[config.mk]
export PLATFORM = sky130hd
export DESIGN_NAME = instr_mem_loader
export DESIGN_NICKNAME = d
export VERILOG_FILES = /design/src/rtl/instr_mem_pkg.sv /design/src/rtl/word_packer.sv /design/src/rtl/instr_mem_loader.sv
export SDC_FILE = /design/constraint.sdc
export NUM_CORES = 1
export LEC_CHECK = 0
export BUFFER_PORTS_ARGS = -buffer_cell sky130_fd_sc_hd__clkbuf_2
export CORE_MARGIN = 4
export CORE_UTILIZATION = 45
export CTS_BUF_LIST = sky130_fd_sc_hd__clkbuf_8
export CTS_CLUSTER_DIAMETER = 30
export DETAILED_ROUTE_END_ITERATION = 10
export PLACE_DENSITY = 0.66
export SLEW_MARGIN = 30
export SYNTH_ARGS = -nofsm -noshare
export SYNTH_HDL_FRONTEND = slang
export SYNTH_SLANG_ARGS = --single-unit
[constraint.sdc]
create_clock -name clk -period 7.9 [get_ports clk]
set_clock_uncertainty 0.15 [all_clocks]
set_input_delay 1.185 -clock clk [delete_from_list [all_inputs] [get_ports clk]]
set_output_delay 1.185 -clock clk [all_outputs]
set_load 0.05 [all_outputs]
[src/rtl/instr_mem_pkg.sv]
// Shared boot-ROM constants and loader state type for the instruction memory path.
package instr_mem_pkg;

  localparam logic [31:0] BOOT_BASE_ADDR = 32'hBFC00000;
  localparam int unsigned IMEM_BYTES     = 4096;

  typedef enum logic [2:0] {
    IDLE,
    COLLECT,
    WRITE,
    DONE,
    ERR
  } loader_state_t;

endpackage

[src/rtl/word_packer.sv]
// Packs stream bytes MSB-first into a word; partial words are left-aligned with zero fill.
module word_packer #(
  parameter int unsigned DATA_WIDTH = 8,
  parameter int unsigned WORD_WIDTH = 32
) (
  input  logic                  clk,
  input  logic                  rst,
  input  logic                  clear_i,
  input  logic                  strobe_i,
  input  logic [DATA_WIDTH-1:0] byte_i,
  input  logic                  last_i,
  output logic [WORD_WIDTH-1:0] word_o,
  output logic                  word_ready_o,
  output logic                  empty_o
);

  localparam int unsigned BYTES = WORD_WIDTH / DATA_WIDTH;
  localparam int unsigned CW    = $clog2(BYTES) + 1;

  logic [WORD_WIDTH-1:0] shreg_q, shreg_d;
  logic [CW-1:0]         cnt_q, cnt_d;

  always_comb begin
    shreg_d = shreg_q;
    cnt_d   = cnt_q;
    if (clear_i) begin
      shreg_d = '0;
      cnt_d   = '0;
    end else if (strobe_i) begin
      shreg_d = {shreg_q[WORD_WIDTH-DATA_WIDTH-1:0], byte_i};
      cnt_d   = cnt_q + CW'(1);
    end
  end

  // word_o reflects the contents after this cycle's byte, so the FSM can latch it on the closing handshake
  always_comb begin
    word_o = shreg_d;
    for (int unsigned i = 1; i < BYTES; i++) begin
      if (cnt_d == CW'(i)) word_o = shreg_d << (DATA_WIDTH * (BYTES - i));
    end
  end

  assign word_ready_o = strobe_i & ((cnt_q == CW'(BYTES - 1)) | last_i);
  assign empty_o      = (cnt_q == '0);

  always_ff @(posedge clk) begin
    if (rst) begin
      shreg_q <= '0;
      cnt_q   <= '0;
    end else begin
      shreg_q <= shreg_d;
      cnt_q   <= cnt_d;
    end
  end

endmodule

[src/rtl/instr_mem_loader.sv]
// Boot-ROM writer: streams bytes into word writes from BASE_ADDR and stalls the CPU until done.
// Optional running sum of written words when LOADER_CHECKSUM_EN is defined.
module instr_mem_loader
  import instr_mem_pkg::*;
#(
  parameter int unsigned              ADDRESS_WIDTH = 32,
  parameter int unsigned              DATA_WIDTH    = 8,
  parameter int unsigned              WORD_WIDTH    = 32,
  parameter logic [ADDRESS_WIDTH-1:0] BASE_ADDR     = ADDRESS_WIDTH'(BOOT_BASE_ADDR),
  parameter int unsigned              MEM_BYTES     = IMEM_BYTES
) (
  input  logic                            clk,
  input  logic                            rst,
  input  logic                            start,
  input  logic                            in_valid,
  input  logic [DATA_WIDTH-1:0]           in_data,
  input  logic                            in_last,
  output logic                            in_ready,
  output logic                            we,
  output logic [ADDRESS_WIDTH-1:0]        WA,
  output logic [WORD_WIDTH-1:0]           WD,
  output logic                            busy,
  output logic                            done,
  output logic                            err_overflow,
  output logic                            cpu_stall,
  output logic [$clog2(MEM_BYTES/4):0]    word_count,
  output logic [WORD_WIDTH-1:0]           checksum
);

  localparam int unsigned WCW = $clog2(MEM_BYTES / 4) + 1;
  localparam logic [ADDRESS_WIDTH-1:0] STEP       = ADDRESS_WIDTH'(WORD_WIDTH / DATA_WIDTH);
  localparam logic [ADDRESS_WIDTH-1:0] LIMIT_ADDR = BASE_ADDR + ADDRESS_WIDTH'(MEM_BYTES);

  loader_state_t          state_q, state_d;
  logic [ADDRESS_WIDTH-1:0] addr_q, addr_d;
  logic [WCW-1:0]         wc_q, wc_d;
  logic                   last_q, last_d;
  logic [ADDRESS_WIDTH-1:0] wa_q, wa_d;
  logic [WORD_WIDTH-1:0]  wd_q, wd_d;
  logic                   we_q, busy_q, done_q, err_q, stall_q;

  logic                   pk_clear, pk_empty, pk_word_ready, hs, at_limit, start_ok;
  logic [WORD_WIDTH-1:0]  pk_word;

  assign start_ok = start & (state_q inside {IDLE, DONE, ERR});
  // Memory full is only detected once the previous word is out, so a refused byte never splits a word
  assign at_limit = pk_empty & (addr_q == LIMIT_ADDR);
  assign in_ready = (state_q == COLLECT) & ~at_limit;
  assign hs       = in_valid & in_ready;
  assign pk_clear = start_ok | (state_q == WRITE);

  word_packer #(
    .DATA_WIDTH(DATA_WIDTH),
    .WORD_WIDTH(WORD_WIDTH)
  ) u_packer (
    .clk         (clk),
    .rst         (rst),
    .clear_i     (pk_clear),
    .strobe_i    (hs),
    .byte_i      (in_data),
    .last_i      (in_last),
    .word_o      (pk_word),
    .word_ready_o(pk_word_ready),
    .empty_o     (pk_empty)
  );

  always_comb begin
    state_d = state_q;
    addr_d  = addr_q;
    wc_d    = wc_q;
    last_d  = last_q;
    wa_d    = wa_q;
    wd_d    = wd_q;
    case (state_q)
      IDLE, DONE, ERR: begin
        if (start) begin
          state_d = COLLECT;
          addr_d  = BASE_ADDR;
          wc_d    = '0;
        end
      end
      COLLECT: begin
        if (at_limit && in_valid) begin
          state_d = ERR;
        end else if (pk_word_ready) begin
          state_d = WRITE;
          wa_d    = addr_q;
          wd_d    = pk_word;
          last_d  = in_last;
        end
      end
      WRITE: begin
        addr_d  = addr_q + STEP;
        wc_d    = wc_q + WCW'(1);
        state_d = last_q ? DONE : COLLECT;
      end
      default: state_d = IDLE;
    endcase
  end

  always_ff @(posedge clk) begin
    if (rst) begin
      state_q <= IDLE;
      addr_q  <= BASE_ADDR;
      wc_q    <= '0;
      last_q  <= 1'b0;
      wa_q    <= BASE_ADDR;
      wd_q    <= '0;
      we_q    <= 1'b0;
      busy_q  <= 1'b0;
      done_q  <= 1'b0;
      err_q   <= 1'b0;
      stall_q <= 1'b1;
    end else begin
      state_q <= state_d;
      addr_q  <= addr_d;
      wc_q    <= wc_d;
      last_q  <= last_d;
      wa_q    <= wa_d;
      wd_q    <= wd_d;
      we_q    <= (state_d == WRITE);
      busy_q  <= (state_d == COLLECT) | (state_d == WRITE);
      done_q  <= (state_d == DONE);
      err_q   <= (state_d == ERR);
      stall_q <= (state_d != DONE);
    end
  end

`ifdef LOADER_CHECKSUM_EN
  logic [WORD_WIDTH-1:0] sum_q;

  always_ff @(posedge clk) begin
    if (rst || start_ok) sum_q <= '0;
    else if (state_q == WRITE) sum_q <= sum_q + wd_q;
  end

  assign checksum = sum_q;
`else
  assign checksum = '0;
`endif

  assign we           = we_q;
  assign WA           = wa_q;
  assign WD           = wd_q;
  assign busy         = busy_q;
  assign done         = done_q;
  assign err_overflow = err_q;
  assign cpu_stall    = stall_q;
  assign word_count   = wc_q;

endmodule

# Word-level counts from Yosys, hierarchy flattened
# Index checks and enable logic that the tools add are counted.
# classes
n_reduce_logical,8
n_mux,16
bitwise_logic,10
addsub,3
eq_ne,15
# ops
operator,n
two-way mux 32 bit,6
case mux 32 bit (2 select lines),1
adder 32 x 3 -> 32 bit (second input constant),1
equality test 32 bit (second input constant),1
case mux 11 bit (2 select lines),1
equality test 3 x 2 -> 1 bit (second input constant),7
two-way mux 3 bit,5
adder 11 x 1 -> 11 bit (second input constant),1
two-way mux 11 bit,1
equality test 3 x 1 -> 1 bit (second input constant),3
case mux 3 bit (3 select lines),1
equality test 3 bit (second input constant),2
logical NOT 3 bit,2
AND 1 bit,5
adder 3 x 1 -> 3 bit (second input constant),1
inequality test 3 x 2 -> 1 bit (second input constant),1
bitwise OR 1 bit,3
AND reduction 3 bit,1
nonzero test 3 bit,1
OR reduction 3 bit,1
two-way mux 2 bit,1
inequality test 2 bit (second input constant),1
NOT 1 bit,2
AND reduction 2 bit,1
2 further kinds,2
# word_totals
in_bits,13
wordCells,65
out_inout_bits,113
regBits,151

# Logic depth before layout (Yosys ltp)
# Gate-level depths: netlist of the first run.
# depth
depth_word,11
mapped_depth,10
ltp_nobuf,8

# By module
# A second synthesis of the first run with hierarchy kept.
# unflattened
cells_unflattened,755
hier_area_um2,6865.3
# by_module_without_submodules
mod,seq_area_each_um2,area_per_inst_um2,n_inst,cells_per_inst
instr_mem_loader,2242.2,4605.7,1,476
word_packer,700.7,2259.7,1,279

# Worst setup path before layout of the first run
# No wires, ideal clock.
# synth_timing
kind,reg-to-output
from,reg u_packer.cnt_q[0]
to,out in_ready
t_required_ns,6.565
path_stages_with_launch,7
path_slack_ns,4.786
arrival_time_ns,1.779
path_buffers,0
path_cell_list,dfxtp_1 > inv_1 > ha_1 > and4bb_1 > nand4_4 > nor2_1 > and3b_1
# synth_via
elab_chain_cells,4
# synth_lines
element,line,source
"start, declared",word_packer.sv:21,"logic [CW-1:0] cnt_q, cnt_d;"
"start signal, assigned",word_packer.sv:52,cnt_q <= cnt_d;
logical NOT 3 bit,word_packer.sv:44,assign empty_o = (cnt_q == '0);
AND 1 bit,instr_mem_loader.sv:47,assign at_limit = pk_empty & (addr_q == LIMIT_ADDR);
NOT 1 bit,instr_mem_loader.sv:48,assign in_ready = (state_q == COLLECT) & ~at_limit;
AND 1 bit,instr_mem_loader.sv:48,
"end, declared",instr_mem_loader.sv:18,"output logic in_ready,"
# No other way between the ends.

# Worst setup path after layout of the first run
# Ends and elaborated chain as after synthesis.

==> run summary, run 1 <==
The tools report the clock network fraction of total power as 41.7%. The number of warnings issued by yosys came out at 0. The tools report the number of remaining DRC errors as 0. The number of buffers added to fix hold violations after cts is 0. After synthesis the cells add up to 7190 µm². The post-detailed-placement cell area is 7540 µm². The combinational share of power is 11.5%. The run gives 0 as the final number of max-transition violations. The horizontal die dimension is 134 µm, and the total setup buffers inserted after CTS is 0. For this run, the leading register cell type out of synthesis is dfxtp_1.

The initial utilization of the core area, before any placement, comes to 46.6%. In this run the remaining antenna-violating nets after routing total 0. Global routing used 20.5% of the available tracks across all layers. The layout-stage area growth over the synthesis result is 11.7%, and the detailed-route wire length per cell is 16.3 µm.

The reg-to-reg setup timing slack is 4.34 ns, and the proportion of register bits with asynchronous set or reset after synthesis is 0%. The run gives 17 as the number of buffers created by CTS. STA classifies the critical path startpoint as a register. Leaving out fill and tap cells, the most frequent cell in the layout is dfxtp_1. The synthesized design contains 0 enable-type register cells.

The first global-routing pass estimated 30000 µm of wire. The number of top-level design ports was 126. The worst path uses 54.0% of the clock period. The data arrival time of the worst path was 2.93 ns. The average vias per placed instance was 5.43. The tools report the cell at the root of the clock tree as clkbuf_8.

Total leakage power: 3.02 nW. For the layout net count, the log shows 929. CTS saw 147 sinks. For the worst-skew pair, the clock arrives at the later sink with an insertion delay of 0.46 ns.

Max-capacitance violation count: 0. At the end of routability-driven placement, the weighted congestion stood at 0.897. At the worst endpoint, the required time is 6.57 ns. The core region is 15400 µm².

In this run the worst path has a maximum fanout of 33. In this run the tightest slew margin relative to its limit is 41.9%. In this run the tool buffered the top-level ports with 91 buffer cells. For this run, the top clock speed supported by timing is 0.234 GHz. The final critical-path required period was 4.27 ns. The number of distinct library cells after synthesis came out at 74. The maximum ir drop on the vdd rail was 0.107 mV. Setup repair after global routing left no endpoint under its margin. In this run, the number of DRC markers left after iteration 0 of detailed routing was 567. The tools report the largest net degree at the start of global routing as 73. Net switching is 26.9% of the power. Switching component of the power: 0.000436 W. The classification of the worst-slack hold path was register to register.

The height of the die was 134 µm. The number of instances resized during post-cts repair was 0. For the final count of negative-setup-slack endpoints, the log shows 0. The summed negative setup slack over all endpoints was 0 ns; the maximum buffer depth of the clock tree was 2. The clock tree synthesis step divided the H-tree into 4 levels.

Fill cells in the final layout number 1531. For the number of hold violations in the final report, the log shows 0. The power share of the sequential group was 46.7%; the share of cells above drive strength 1 was 18.6%. The hold-critical path depth was 2. 0 antenna diodes ended up in the layout. Sequential elements use 40.9% of the synthesized area. The flow ran to the end, and the final reports show no timing, DRC or antenna violations. After synthesis the netlist holds a flip-flop and latch count of 147.

TritonCTS built the clock tree. STA classifies the critical path endpoint as a primary output. Dividing total power by cell area gives a power density of 202 nW/µm². Once detailed placement completed, the half-perimeter wirelength came to 12600 µm.

A synthesized cell averages 8.50 µm². The worst setup path is of the register to primary output kind. The number of cells on the worst reg-to-reg path is 9.

Summing all non-filler instances in the final layout gives an area of 8030 µm². Detailed routing inserted a total of 6162 vias. For the pin with the worst max-slew slack, the measured transition is 0.871 ns. The number of cells produced by synthesis is 846. The beginning of the critical path is u_packer.cnt_q[0]. The first detailed-routing pass ran for 5 iterations. In this run the most critical hold path is launched from WA[30].

The routed design has 18500 µm of wire. The floorplan die area came out at 18100 µm². The initialized floorplan defines 45 standard-cell rows. The initial antenna violation count is 0, and the clock-pin slew on the worst setup and hold paths is 0.08 ns. In this run the critical register-to-register path is launched from u_packer.cnt_q[0]. The worst hold margin is 0.305 ns, and the number of global-route vias before repair is 5537. Internal power comes to 0.00119 W.

The sum of overflow across all layers after global routing was 0. In the layout the commonest cells are dfxtp_1, nand2_1, clkbuf_2.
-- power groups by stage --
stage,clock [W],sequential (W),combinational [W]
floorplan,0,0.000790,0.000148
global placement,0,0.000775,0.000183
detailed placement,0,0.000775,0.000183
CTS,0.000687,0.000758,0.000184
global route,0.000717,0.000759,0.000200
finish,0.000676,0.000758,0.000187
-- state kept, by name, summed over array words and instances, names as in the netlist --
signal            count
WA                   30
WD                   32
addr_q               30
busy                  1
cpu_stall             1
done                  1
err_overflow          1
last_q                1
state_q               3
u_packer.cnt_q        3
u_packer.shreg_q     32
we                    1
word_count           11
-- metrics by stage --
stage / instances / power (W) / util, % / setup slack (ns)
6_report: 1134 / 0.00162 / 52.0 / 3.63
5_1_grt: 1134 / 0.00168 / 52.0 / 3.45
4_1_cts: 1133 / 0.00163 / 51.8 / 3.63
3_5_place_dp: 1101 / 0.000958 / 48.9 / 4.06
3_3_place_gp: 1101 / 0.000958 / 48.9 / 3.86
2_1_floorplan: 879 / 0.000938 / - / 4.79
-- worst max-delay path, stage by stage (launching register included) --
cell,delay (ns)
dfxtp_2,0.51
inv_1,0.24
ha_1,0.16
and4bb_1,0.25
nand4_4,0.15
nor2_1,0.63
and3b_1,0.28
clkbuf_2,0.24
-- per-layer routing --
layer | GRT usage [%] | routed length (µm) | vias to the layer above
li1 | - | - | 3044
met1 | 30.7 | 9190 | 2888
met4 | 7.81 | 412 | 0
met5 | 0 | 0 | -
met2 | 28.3 | 7710 | 201
met3 | 4.58 | 1200 | 29
-- final timing paths --
kind / end
worst max-delay path: in_ready
worst min-delay path: WA[30]
worst max register to register: WD[27]
worst min register to register: WA[30]
-- kinds of logic after synthesis --
logic type | Yosys count | synth area share [%]
fa+ha+maj | 6 | 1.04
compound gates | 159 | 15.6
flops | 147 | 40.9
xor+xnor | 16 | 1.95
mux | 32 | 4.80
simple gates | 383 | 26.9
buf+inv | 102 | 8.74
other cells | 1 | 0.0522
-- final cells by class --
class | count | area [µm²] | share of cell area [%]
clock buffers | 20 | 275 | 3.43
clock inverters | 12 | 185 | 2.31
inverters | 14 | 52.6 | 0.655
multi-input cells | 630 | 3760 | 46.9
flip-flops and latches | 147 | 2940 | 36.7
well taps | 211 | 264 | 3.29
repair buffers | 100 | 546 | 6.79
-- cells in the mapped netlist, drive strengths merged, types with 2 or more instances --
master	number	share of area, %
nor3b	8	0.84
nand4	13	1.4
nor3	34	2.4
a22oi	3	0.31
clkbuf	37	2.6
and4bb	2	0.35
o21a	5	0.52
a211oi	4	0.42
nor4b	3	0.87
nand3	20	1.4
dfxtp	147	41
nand2b	7	0.61
a21oi	58	4.1
or2	7	0.61
ha	6	1.0
o31ai	5	0.52
and3	7	0.63
a311oi	13	1.6
a2bb2oi	4	0.49
nor4	5	0.85
buf	51	5.4
nand2	139	7.3
nor2	87	4.6
inv	14	0.73
a311o	8	1.2
xnor2	10	1.2
o21ai	15	1.2
a221o	8	1.1
o41ai	2	0.24
o221ai	4	0.49
nor2b	5	0.44
o21ba	3	0.42
xor2	6	0.73
o211ai	13	1.4
and2	5	0.44
mux2i	22	3.2
nand3b	13	1.4
a31oi	5	0.44
and4	3	0.38
mux2	10	1.6
or3	20	1.7
Note: power is estimated with default switching activity, not from simulation.
==> run 2, diff against run 1 <==
- clock period: 7.9 -> 4 ns (I/O delays scaled with it)
==> run summary, run 2 (same netlist as run 1, synthesis figures left out) <==
The critical path contains buffers and inverters numbering 2 combined. Dividing the detail-routed via count by the number of cells gives 5.46. In the layout the commonest cells are dfxtp_1, nand2_1, clkbuf_2. For this configuration, the core starts out at a cell density of 46.6%. The flow ran to the end, and the final reports show no timing, DRC or antenna violations. For the max-capacitance violation count, the log shows 0. The finished cells cover 8040 µm².

The run gives 0 as the number of hold violations in the final report. The horizontal die dimension is 134 µm. The final standard cell count with taps included and fillers excluded was 1139; the number of buffers added to fix hold violations after cts was 0. The pre-antenna-repair detailed-routing pass consisted of 5 iterations. Number of remaining DRC errors: 0. Clock tree synthesis found a total of 147 sinks. The final number of max-transition violations came out at 0. Clock tree synthesis selected as its root buffer the cell clkbuf_8.

After detailed routing, the total wire length is 18900 µm. Traced cell by cell, the critical path runs through nor4b_4, nand4bb_2, nor2_1, buf_4, and3b_1, clkbuf_2. The tools report the number of buffers created by CTS as 17.

The placeable core area is 15400 µm². The sort of element at the start of the critical path was a register. The worst path meets setup with 0.953 ns of slack. The switching share of power came out at 26.8%.

Global routing consumed, over all layers together, 20.9% of the routing resources. Based on the critical path, the design can be clocked at up to 0.328 GHz. The largest net degree at the start of global routing was 48; the critical path's largest stage delay was 0.46 ns. For the sum of overflow across all layers after global routing, the log shows 0.

The count of nets left with antenna violations once routing finished came out at 0. Gate family responsible for the most delay along the worst path: simple AND/OR/NAND/NOR gates. The first global-routing pass estimated 30300 µm of wire.

For the weighted congestion reported at the end of routability-driven placement, the log shows 0.844. The layout has 1498 filler cells. In this run the core area contains 45 standard-cell rows. STA puts the critical path data required time at 3.25 ns. The worst pin sits at a relative slew slack of 44.6%. In this run, post-CTS repair resized a total of 0 instances. Measured along the y axis, the die boundary spans 134 µm. The logs give 0.993 ns for the worst setup timing slack at the placement stage and 0.209 mV for the maximum ir drop on the vdd rail. The logs give 0 for the total setup buffers inserted after CTS and 6224 for the total vias in the final route. The library cell used most frequently in the layout, excluding fill and tap cells, is dfxtp_1. TritonCTS built the clock tree. The power density relative to cell area was 395 nW/µm². The pin slew with the least headroom to its limit was 0.828 ns.

Summed over all cells, the static leakage comes to 3.03 nW. The placed wire-length estimate after detailed placement was 13200 µm. After detailed routing, the average wire length per cell comes to 16.6 µm. After the last flow step, the layout net total stands at 934.

The logs give 0.45 ns for the clock latency on the worst-skew pair and 41.2% for the clock network fraction of total power. The class of the most critical setup path is register to primary output. Of the total power, combinational logic draws 11.8%. Per report_power, the sequential group accounts for 47.0% of the total. The tools report the nature of the critical path endpoint as a primary output. The post-detailed-placement cell area was 7580 µm².

The die covers 18100 µm². For this block, the initial DRC count from the detailed router was 571. Setup repair after global routing left no endpoint under its margin. The tools report the number of antenna cells inserted as 0. Cell internal power was estimated by the tool at 0.00232 W.

In this run the worst path has a maximum fanout of 10. The number of I/O port buffers is 91. Number of global-route vias before repair: 5520. The tightest min-delay check is of the register to register type. Data on the critical path arrives at its endpoint at 2.30 ns.

Cell type of the slowest stage on the worst timing path: dfxtp_1. The tools report the initial antenna violation count as 0. After clock tree synthesis, the clock-pin slew on the worst setup and hold paths is 0.08 ns. The clock tree synthesis step divided the H-tree into 4 levels. The share of cells above drive strength 1 is 18.9%.

The worst path needs 3.05 ns of the cycle, external delays included. The final count of negative-setup-slack endpoints was 0. The run gives 1107 as the count of placed standard cells including taps. The run gives 0 ns as the summed negative setup slack over all endpoints. For this design the total switching power over the nets is 0.000852 W.

Counting along the longest clock path gives a buffer depth of 2. During I/O placement, the number of pins put on the boundary was 126. Compared with the post-synthesis result, the final layout area differs by 11.8%. After layout, the worst path uses 76.2% of the clock period.
-- run 2: worst reg2reg max path: cells and delay by family (launching register included) --
kind	cells	cell delay, ns
and+or+nand+nor	1	0.14
DFF	1	0.31
adders and majority gates	2	0.62
AOI/OAI and AO/OA	4	1.43
buffers and inverters	1	0.23
-- run 2: power groups by stage --
| stage | Clock, W | Combinational [W] | Sequential (W) |
|---|---|---|---|
| final | 0.00131 | 0.000375 | 0.00149 |
| after global routing | 0.00140 | 0.000401 | 0.00149 |
| after CTS | 0.00133 | 0.000371 | 0.00149 |
| after detailed placement | 0 | 0.000371 | 0.00153 |
| after global placement | 0 | 0.000371 | 0.00153 |
| after floorplan | 0 | 0.000292 | 0.00156 |
-- run 2: routing by layer --
metal | wire (µm) | up-vias | track usage, %
li1 | - | 3066 | -
met5 | 0 | - | 0
met2 | 7970 | 248 | 29.7
met1 | 9160 | 2889 | 31.4
met4 | 312 | 0 | 6.62
met3 | 1450 | 21 | 4.54
-- run 2: layout make-up --
| class | instances | area, µm² | area share (%) |
|---|---|---|---|
| Clock buffer | 19 | 262 | 3.25 |
| Clock inverter | 13 | 191 | 2.38 |
| Inverter | 14 | 52.6 | 0.654 |
| Multi-Input combinational cell | 630 | 3770 | 46.8 |
| Sequential cell | 147 | 2940 | 36.6 |
| Tap cell | 211 | 264 | 3.28 |
| Timing Repair Buffer | 105 | 561 | 6.97 |
-- run 2: through the flow --
step | total power (W) | hold WS, ns | utilization, %
detailed placement | 0.00190 | 0.297 | 49.1
global route | 0.00330 | 0.319 | 52.1
finish | 0.00318 | 0.304 | 52.1
CTS | 0.00320 | 0.309 | 52.1
global placement | 0.00190 | 0.291 | 49.1
floorplan | 0.00185 | 0.286 | -
-- run 2: final timing paths --
path / from / end / slack [ns] / depth (start not counted)
max: addr_q[12] / in_ready / 0.95 / 6
min: WD[3] / WD[3] / 0.30 / 2
max reg2reg: u_packer.cnt_q[0] / WD[19] / 1.02 / 8
min reg2reg: WD[3] / WD[3] / 0.30 / 2
==> run 3, diff against run 2 <==
- clock period: 4 -> 2.9 ns (I/O delays scaled with it)
==> run summary, run 3 (same netlist as run 1, synthesis figures left out) <==
In the layout the commonest cells are dfxtp_1, nand2_1, clkbuf_2. The smallest clock period supported by the final layout is computed as 2.80 ns. The layout-stage area growth over the synthesis result was 14.3%. For this run, the top clock speed supported by timing is 0.358 GHz. In the finished design, the share of the clock period the worst path needs comes to 96.4%.

The initial utilization of the core area, before any placement, comes to 46.6%. For the worst setup path, the data arrival time is 2.21 ns. The total leakage power came out at 3.12 nW. Final number of max-transition violations: 0.

Max-cap violations in this run came to 0. Counting cells, the worst reg-to-reg path comes to 9. Setup repair after global routing left no endpoint under its margin. Number of I/O port buffers: 91. The run gives 0.889 as the weighted congestion reported at the end of routability-driven placement. The average vias per placed instance is 5.36. The worst setup path is of the register to primary output kind. The post-route netlist has 21.2% of its cells at a drive strength greater than 1.

Summing all non-filler instances in the final layout gives an area of 8220 µm². The sum of overflow across all layers after global routing is 0. The placed wire-length estimate after detailed placement is 13800 µm. In this run the post-CTS setup repair buffer count came out at 0. TritonCTS built the clock tree. The logs give 46.0% for the remaining max-slew budget at the tightest pin and 680 for the violation count after the first detailed-route iteration. Hold timing on the final database bottoms out at a slack of 0.115 ns.

The die covers 18100 µm². STA puts the critical path data required time at 2.32 ns. For this block, the routed nets add up to 19100 µm of wire. Number of global-route vias before repair: 5717. The number of buffers added to fix hold violations after cts came out at 0. Setup violations remaining at the end of the flow were counted as 0.

The initial antenna violation count is 0, and the pin slew with the least headroom to its limit is 0.807 ns. The critical path goes through inv_1, ha_1, and4bb_1, nand4_4, nor2_2, and3b_1, buf_12. Count of buffer and inverter cells on the critical path: 2. The gate family responsible for the most delay along the worst path is simple AND/OR/NAND/NOR gates.

The reg-to-reg setup timing slack came out at 0.17 ns. The number of routed nets with antenna violations was 0. After layout, the design draws a total of 0.00421 W.

For this run, the detailed router's first-pass iteration total came to 5. The count of placed standard cells including taps is 1132. The clock-pin slew on the worst setup and hold paths is 0.08 ns. Leaving out fill and tap cells, the most frequent cell in the layout is dfxtp_1.

STA classifies the critical path startpoint as a register. Summing all placed instances gives a cell area of 7820 µm². The nature of the critical path endpoint was a primary output. Placeable core area: 15400 µm².

Global routing used 21.1% of the available tracks. The run gives 0.310 mV as the maximum ir drop on the vdd rail. The worst hold path belongs to the class input port to register.

The cell type of the slowest stage on the worst timing path is dfxtp_1. The logic depth of the worst path, buffers included is 7, and the number of top-level design ports is 126. The tools report the count of clock tree sinks as 147.

The worst register-to-register path ends at WD[21]. Fill cells in the final layout number 1537. Beginning of the critical path: u_packer.cnt_q[0].

The routed layout has 6225 vias. Cell at the root of the clock tree: clkbuf_8. The flow ran to the end, and the final reports show no timing, DRC or antenna violations. The floorplan step set the die width to 134 µm. The critical path ends at in_ready. The repair_antennas step left the layout with diodes totalling 0.

Number of cell rows: 45. Entering global routing, the biggest net connects 56 pins. Of all nets on the critical path, the largest fanout is 5. In this run the power density over the cells is 512 nW/µm². In the final design database the tool counted 959 nets. The number of hold violations in the final report was 0; the maximum buffer depth of the clock tree was 2. In this run, CTS created clock tree buffers numbering 17. In this run the critical register-to-register path is launched from u_packer.cnt_q[0]. The number of H-tree levels is 4. The critical path's largest stage delay works out to 0.33 ns.

For the worst-skew pair, the clock arrives at the later sink with an insertion delay of 0.46 ns. In this run the vertical extent of the chip is 134 µm. The final standard cell count with taps included and fillers excluded came out at 1162. Wire length of the first global-routing pass: 30700 µm. The tools report the number of remaining DRC errors as 0. Dividing the detail-routed wire length by the instance count gives 16.4 µm. The summed negative setup slack over all endpoints was 0 ns.
==> run 3: changes by cell type in the layout (fill, tap and decap cells not counted), sizes merged <==
cell,change
buf,+26
clkinvlp,+2
inv,-3
bufinv,-3
clkinv,+1
==> run 3: area by class of cell <==
class / instances / area [µm²] / area share [%]
flip-flops and latches: 147 / 2940 / 35.8
clock inverters: 10 / 110 / 1.34
repair buffers: 130 / 801 / 9.75
well taps: 211 / 264 / 3.21
inverters: 14 / 52.6 / 0.640
multi-input cells: 630 / 3770 / 45.9
clock buffers: 20 / 275 / 3.35
==> run 3: how the worst min path moves through the flow <==
stage	cells past startpoint	from	end	slack [ns]
6_report	3	in_last	last_q	0.12
5_1_grt	3	in_last	last_q	0.15
4_1_cts	3	in_last	last_q	0.08
3_5_place_dp	2	WA[9]	WA[9]	0.30
3_3_place_gp	2	WD[4]	WD[4]	0.29
2_1_floorplan	2	u_packer.shreg_q[17]	u_packer.shreg_q[17]	0.29
==> run 3: timing repair <==
item | 4_1_cts | 5_1_grt
gates resized for setup | 1 | 1
endpoints found under the hold margin | 0 | 0
endpoints found under the setup margin | 1 | 1
pin swaps | 0 | 0
cloned | 0 | 0
==> run 3: power by group <==
| group | total (W) | switching [W] | internal (W) |
|---|---|---|---|
| logic | 0.000562 | 0.000418 | 0.000144 |
| clock network | 0.00159 | 0.000770 | 0.000815 |
| registers | 0.00206 | 0.0000185 | 0.00204 |
==> run 3: through the flow <==
stage	utilization [%]	setup slack [ns]
floorplan	-	0.334
global placement	50.7	0.246
detailed placement	50.7	0.179
CTS	53.2	0.0192
global route	53.3	0.0159
finish	53.3	0.105
==> run 3: per-layer routing <==
| metal | global-route usage, % | vias up | share of wire [%] |
|---|---|---|---|
| met5 | 0 | - | 0 |
| met4 | 7.01 | 0 | 1.7 |
| met3 | 4.80 | 25 | 7.6 |
| met2 | 29.9 | 224 | 41 |
| met1 | 31.4 | 2877 | 49 |
| li1 | - | 3099 | - |
==> run 3: worst register-to-register path: cells and delay by family (launching register included) <==
family,cells,cell delay (ns)
AOI/OAI and AO/OA,4,1.18
adders and majority gates,1,0.17
buffers and inverters,2,0.38
DFF,1,0.33
and+or+nand+nor,2,0.42
